`src/rtl/onehot_rr_arbiter.sv`:
```
// Round-robin arbiter driving the ALU one-hot result-mux select. A grant is
// held until the owner signals done, or until a hold watchdog reclaims it.
module onehot_rr_arbiter #(
  parameter int N        = 8,
  parameter int MAX_HOLD = 16,
  parameter int CW       = 5
) (
  input  logic         clk,
  input  logic         reset,
  input  logic [N-1:0] req,
  input  logic         done,
  output logic [N-1:0] grant,
  output logic         grant_valid,
  output logic [2:0]   grant_idx,
  output logic         timeout
);

  typedef enum logic {IDLE, BUSY} state_t;

  state_t         state, state_next;
  logic [2:0]     ptr, ptr_next;
  logic [CW-1:0]  cnt, cnt_next;
  logic [N-1:0]   grant_next;
  logic [2:0]     idx_next;
  logic           timeout_next;

  logic           hold_hit;
  logic           release_now;
  logic [2:0]     arb_ptr;
  logic [N-1:0]   arb_req;
  logic [N-1:0]   masked;
  logic [2:0]     winner;
  logic           any_req;

  function automatic logic [2:0] lowest(input logic [N-1:0] v);
    lowest = '0;
    for (int i = N - 1; i >= 0; i--) begin
      if (v[i]) lowest = 3'(i);
    end
  endfunction

  // State register; every output is registered here as well.
  always_ff @(posedge clk) begin
    // NOTE: non-blocking assignments in clocked logic so every register
    // samples the pre-edge values of the others.
    if (reset) begin
      state     <= IDLE;
      ptr       <= '0;
      cnt       <= '0;
      grant     <= '0;
      grant_idx <= '0;
      timeout   <= 1'b0;
    end else begin
      state     <= state_next;
      ptr       <= ptr_next;
      cnt       <= cnt_next;
      grant     <= grant_next;
      grant_idx <= idx_next;
      timeout   <= timeout_next;
    end
  end

  // On release, search from owner+1 with the owner masked out so it cannot
  // win the back-to-back handoff.
  always_comb begin
    hold_hit    = (cnt == CW'(MAX_HOLD - 1));
    release_now = (state == BUSY) && (done || hold_hit);
    arb_ptr     = (state == BUSY) ? grant_idx + 3'd1 : ptr;
    arb_req     = (state == BUSY) ? (req & ~grant) : req;
    masked      = arb_req & ({N{1'b1}} << arb_ptr);
    winner      = (|masked) ? lowest(masked) : lowest(arb_req);
    any_req     = |arb_req;

    state_next = state;
    case (state)
      IDLE:    if (any_req) state_next = BUSY;
      BUSY:    if (release_now) state_next = any_req ? BUSY : IDLE;
      default: state_next = IDLE;
    endcase
  end

  always_comb begin
    // NOTE: every signal gets a default first so no path leaves it
    // unassigned, which would infer a latch.
    grant_next   = grant;
    idx_next     = grant_idx;
    ptr_next     = ptr;
    cnt_next     = cnt;
    timeout_next = 1'b0;

    if (state == IDLE) begin
      if (any_req) begin
        grant_next = {{(N-1){1'b0}}, 1'b1} << winner;
        idx_next   = winner;
        cnt_next   = '0;
      end
    end else if (release_now) begin
      ptr_next     = arb_ptr;
      timeout_next = !done;
      cnt_next     = '0;
      if (any_req) begin
        grant_next = {{(N-1){1'b0}}, 1'b1} << winner;
        idx_next   = winner;
      end else begin
        grant_next = '0;
        idx_next   = '0;
      end
    end else begin
      cnt_next = cnt + CW'(1);
    end
  end

  assign grant_valid = (state == BUSY);

endmodule

```
`config.mk`:
```
export PLATFORM = sky130hd
export DESIGN_NAME = onehot_rr_arbiter
export DESIGN_NICKNAME = d
export VERILOG_FILES = /design/src/rtl/onehot_rr_arbiter.sv
export SDC_FILE = /design/constraint.sdc
export NUM_CORES = 1
export LEC_CHECK = 0
export ABC_AREA = 1
export CORE_ASPECT_RATIO = 0.7
export CORE_UTILIZATION = 28
export CTS_CLUSTER_SIZE = 25
export DETAILED_ROUTE_END_ITERATION = 8
export SKIP_CTS_REPAIR_TIMING = 1
export SLEW_MARGIN = 25
export SYNTH_ARGS = -nofsm -noshare
export SYNTH_HDL_FRONTEND = slang
export SYNTH_SLANG_ARGS = --single-unit
```
`constraint.sdc`:
```
create_clock -name clk -period 3.15 [get_ports clk]
set_input_delay 0.4725 -clock clk [delete_from_list [all_inputs] [get_ports clk]]
set_output_delay 0.4725 -clock clk [all_outputs]
set_load 0.03 [all_outputs]
```
==> results by stage <==
Status:
- The run finished with clean final reports.

Cells and area:
- The number of fill cells in the layout is about 490.
- The count of inserted antenna diode cells is 0.
- Leaving out fill and tap cells, the most frequent cells in the layout are sky130_fd_sc_hd__nand2_1 (68), sky130_fd_sc_hd__clkdlybuf4s50_1 (23), sky130_fd_sc_hd__a21oi_1 (21), sky130_fd_sc_hd__dfxtp_1 (21), sky130_fd_sc_hd__inv_1 (19).
- The post-route cell area is ~1600 µm².
- The net count of the finished layout is between 200 and 250.
- The most frequent standard cell in the layout excluding fill and tap cells is sky130_fd_sc_hd__nand2_1.
- Of the cells placed in the final design, the portion with a size suffix greater than 1 is 14.61%.
- Compared with the post-synthesis result, the final layout area differs by 25.86%.

Worst setup path:
- The maximum fanout along the worst path is 9.
- Data on the critical path is required at its endpoint by about 3.4 ns.
- The critical setup path kind is register to register.
- The most numerous cell type found on the critical path is sky130_fd_sc_hd__nand2_2.
- The signal on the critical path passes through buf_4 > inv_1 > nand2_1 > nand2_2 > nor2_2 > nand2_1 > nand2_2 > nand2_2 > nor2_4 > nand4_2 > nand2_2 > nand3_1 > a21oi_1.
- The library cell contributing the largest single delay on the critical path is sky130_fd_sc_hd__dfxtp_1.
- Together, buffers and inverters on the worst path number 2.
- The number of cells on the worst reg-to-reg path is 13.
- The stage delay of the slowest cell on the critical path is 0.53 ns.
- The worst setup path is launched from a register.
- The endpoint arrival time on the critical path is approximately 2.3 ns.
- The gate family responsible for the most delay along the worst path is simple AND/OR/NAND/NOR gates.
- The worst setup path is captured at a register.
- The cell depth of the worst setup path is 13.

Clock network:
- The clock latency on the worst-skew pair is 0.26 ns.
- The tree is rooted in a sky130_fd_sc_hd__clkbuf_8.
- In this run the deepest clock path goes through 2 buffers.
- The post-CTS clock slew at the launch and capture registers of the worst setup and hold paths is 0.08 ns.
- The TritonCTS sink count is 21.
- TritonCTS built the clock tree.
- The number of buffers created by CTS is 3.
- CTS built an H-tree with a depth of 1.

Timing:
- Hold timing on the final database bottoms out at a slack of 0.4507 ns.
- Setup repair after global routing left no endpoint under its margin.
- Adding up every negative setup slack in the final design gives 0 ns.
- The share of the clock period used by the worst path after layout is 67.88%.
- Once routing completed, OpenROAD measured the worst setup slack at 1.012 ns.
- On the final layout, the worst clock skew is 0.006578 ns.
- The clock period could shrink to roughly 2.1 ns.
- For this run, the top clock speed supported by timing is 467.6 MHz.
- At the pin with the least slew margin, the transition time is 0.4951 ns.
- The max-slew violation count is 0.
- The headroom to the max-slew limit is around 67%.
- Setup violations remaining at the end of the flow were counted as 0.
- The final hold violation count is 0.

Global routing:
- The global-route congestion overflow total is 0.
- The pin count of the biggest net entering global routing is 18.
- The via count of the first global-routing pass is around 1,100.
- The overall global routing resource usage is around 14%.
- The number of antenna violations at the first check in global routing was 0.
- The first global-routing pass estimated 5188 µm of wire.

Floorplanning:
- The initial core utilization is 29.34%.
- The floorplan die height is 58.51 µm.
- The floorplan has 20 rows.
- The placeable core region is 4354 µm².
- The floorplan step set the die width to 82.73 µm.
- 24 I/O pins were placed.
- The die covers 4841 µm².

Pwr:
- The power per standard cell area is 427.9 nW/µm².
- Power comes to between 600 and 700 µW.
- Summed over all cells, the static leakage comes to 0.6673 nW.
- Across the VDD grid, the largest voltage drop is 155.5 µV.

Placement:
- OpenSTA, run right after detailed placement, puts the worst setup slack at 0.9331 ns.
- Summed over all nets, the half-perimeter wirelength after detailed placement is 2488 µm.
- The area after detailed placement is 1562 µm².
- The count of input and output buffers is 23.
- At the end of routability-driven placement, the weighted congestion stood at 0.8078.

Route:
- The detailed-router iteration count before antenna repair is 4.
- The via count is 1,244.
- In the final routed layout, each cell accounts on average for between 10 and 15 µm.
- The DRC violation total after the first TritonRoute iteration is just over 60.
- The number of nets with antenna violations after routing is 0.
- In the routed layout, each cell is associated on average with a via count of 4.540.
- The total wire length after detailed routing is 3095 µm.
- The total DRC errors in the routed layout is 0.

Synth:
- After synthesis, flip-flops and latches occupy 32.91% of the total area.
- After synthesis the netlist holds a flip-flop and latch count of 21.
- The synthesized design devotes to its leading area cell type 32.91% of total area.
- The post-synthesis area per instance is 6.585 µm².
- The unique cell type count in the Yosys netlist is 24.
- The number of synthesis warnings is 0.
- The count of mapped cells out of synthesis is roughly 190.
- In the post-synthesis netlist, the biggest area contributors are sky130_fd_sc_hd__dfxtp_1 (33%), sky130_fd_sc_hd__nand2_1 (20%), sky130_fd_sc_hd__a21oi_1 (8.2%).
- Synthesis produced a netlist with a net count of approximately 210.
- The library cell occupying the most area in the post-synthesis netlist is sky130_fd_sc_hd__dfxtp_1.
- The synthesized netlist occupies a cell area of 1277 µm².

Job:
- The number of maximum-capacitance constraint violations is 0.

Hold path:
- The path class of the tightest hold or removal check is register to register.
- Counting instances, the worst hold path has a depth of 2.
-- final timing paths --
check,slack (ns),startpoint,endpoint
min reg2reg,0.45,ptr[1]$_SDFFE_PP0P_,ptr[1]$_SDFFE_PP0P_
max,1.01,grant_valid$_SDFF_PP0_,grant[1]$_SDFFE_PP0P_
max reg2reg,1.01,grant_valid$_SDFF_PP0_,grant[1]$_SDFFE_PP0P_
min,0.45,ptr[1]$_SDFFE_PP0P_,ptr[1]$_SDFFE_PP0P_
-- cell usage after synthesis --
cell type	count
sky130_fd_sc_hd__nor2_4	3
sky130_fd_sc_hd__o21ai_0	9
sky130_fd_sc_hd__nand2_4	1
sky130_fd_sc_hd__nand4_2	1
sky130_fd_sc_hd__nor2_1	7
sky130_fd_sc_hd__buf_6	2
sky130_fd_sc_hd__nor2_2	4
sky130_fd_sc_hd__o21ai_2	1
sky130_fd_sc_hd__nand2_2	10
sky130_fd_sc_hd__nand3_4	1
sky130_fd_sc_hd__inv_2	3
sky130_fd_sc_hd__inv_1	19
sky130_fd_sc_hd__a21oi_2	1
sky130_fd_sc_hd__or2_2	1
sky130_fd_sc_hd__nand4_1	4
sky130_fd_sc_hd__nand3_1	8
sky130_fd_sc_hd__o21a_1	1
sky130_fd_sc_hd__ha_1	3
sky130_fd_sc_hd__dfxtp_1	21
sky130_fd_sc_hd__a31oi_1	1
sky130_fd_sc_hd__nand2_1	68
sky130_fd_sc_hd__nor3_1	2
sky130_fd_sc_hd__a21oi_1	21
sky130_fd_sc_hd__clkbuf_1	2
-- flip-flops by register name (all words and copies together) (netlist names) --
register	count
grant	8
cnt	5
grant_idx	3
ptr	3
grant_valid	1
timeout	1
-- layout make-up --
| cell class | instances | area, µm² | share of cell area [%] |
|---|---|---|---|
| clock inverters | 1 | 5.005 | 0.3113 |
| inverters | 22 | 82.58 | 5.136 |
| repair buffers | 25 | 245.2 | 15.25 |
| well taps | 55 | 68.82 | 4.280 |
| multi-input cells | 147 | 744.5 | 46.30 |
| flip-flops and latches | 21 | 420.4 | 26.15 |
| clock buffers | 3 | 41.29 | 2.568 |
-- kinds of logic after synthesis --
group                    synth area share [%]
AND/OR/NAND/NOR                         41.14
AO/OA/AOI/OAI                           14.20
buffers and inverters                   8.815
flip-flops                              32.91
adder cells (fa/ha/maj)                 2.939
-- tightest hold or removal path, delay by kind of cell, from the launching register on --
| kind | cells | cell delay [ns] |
|---|---|---|
| buffers and inverters | 1 | 0.06 |
| DFF | 1 | 0.30 |
| AOI/OAI and AO/OA | 1 | 0.05 |
-- power breakdown --
| part | leakage (nW) | internal, mW | total [mW] | switching [mW] |
|---|---|---|---|---|
| combinational | 0.470 | 0.0780 | 0.213 | 0.135 |
| clock | 0.0255 | 0.0882 | 0.176 | 0.0877 |
| sequential | 0.171 | 0.282 | 0.299 | 0.0168 |
-- metal layers --
metal	up-vias	routed length, µm	track usage, %
met1	542	1792	23.96
met5	-	0	0
met3	2	227	3.721
met2	32	1064	17.68
li1	668	-	-
met4	0	10	2.956
-- metrics by stage --
step,utilization [%],instances
2_1_floorplan,-,194
5_1_grt,36.93,274
6_report,36.93,274
4_1_cts,36.93,274
3_5_place_dp,35.86,270
3_3_place_gp,35.86,270
No activity file was read; power rests on OpenSTA's default activity.
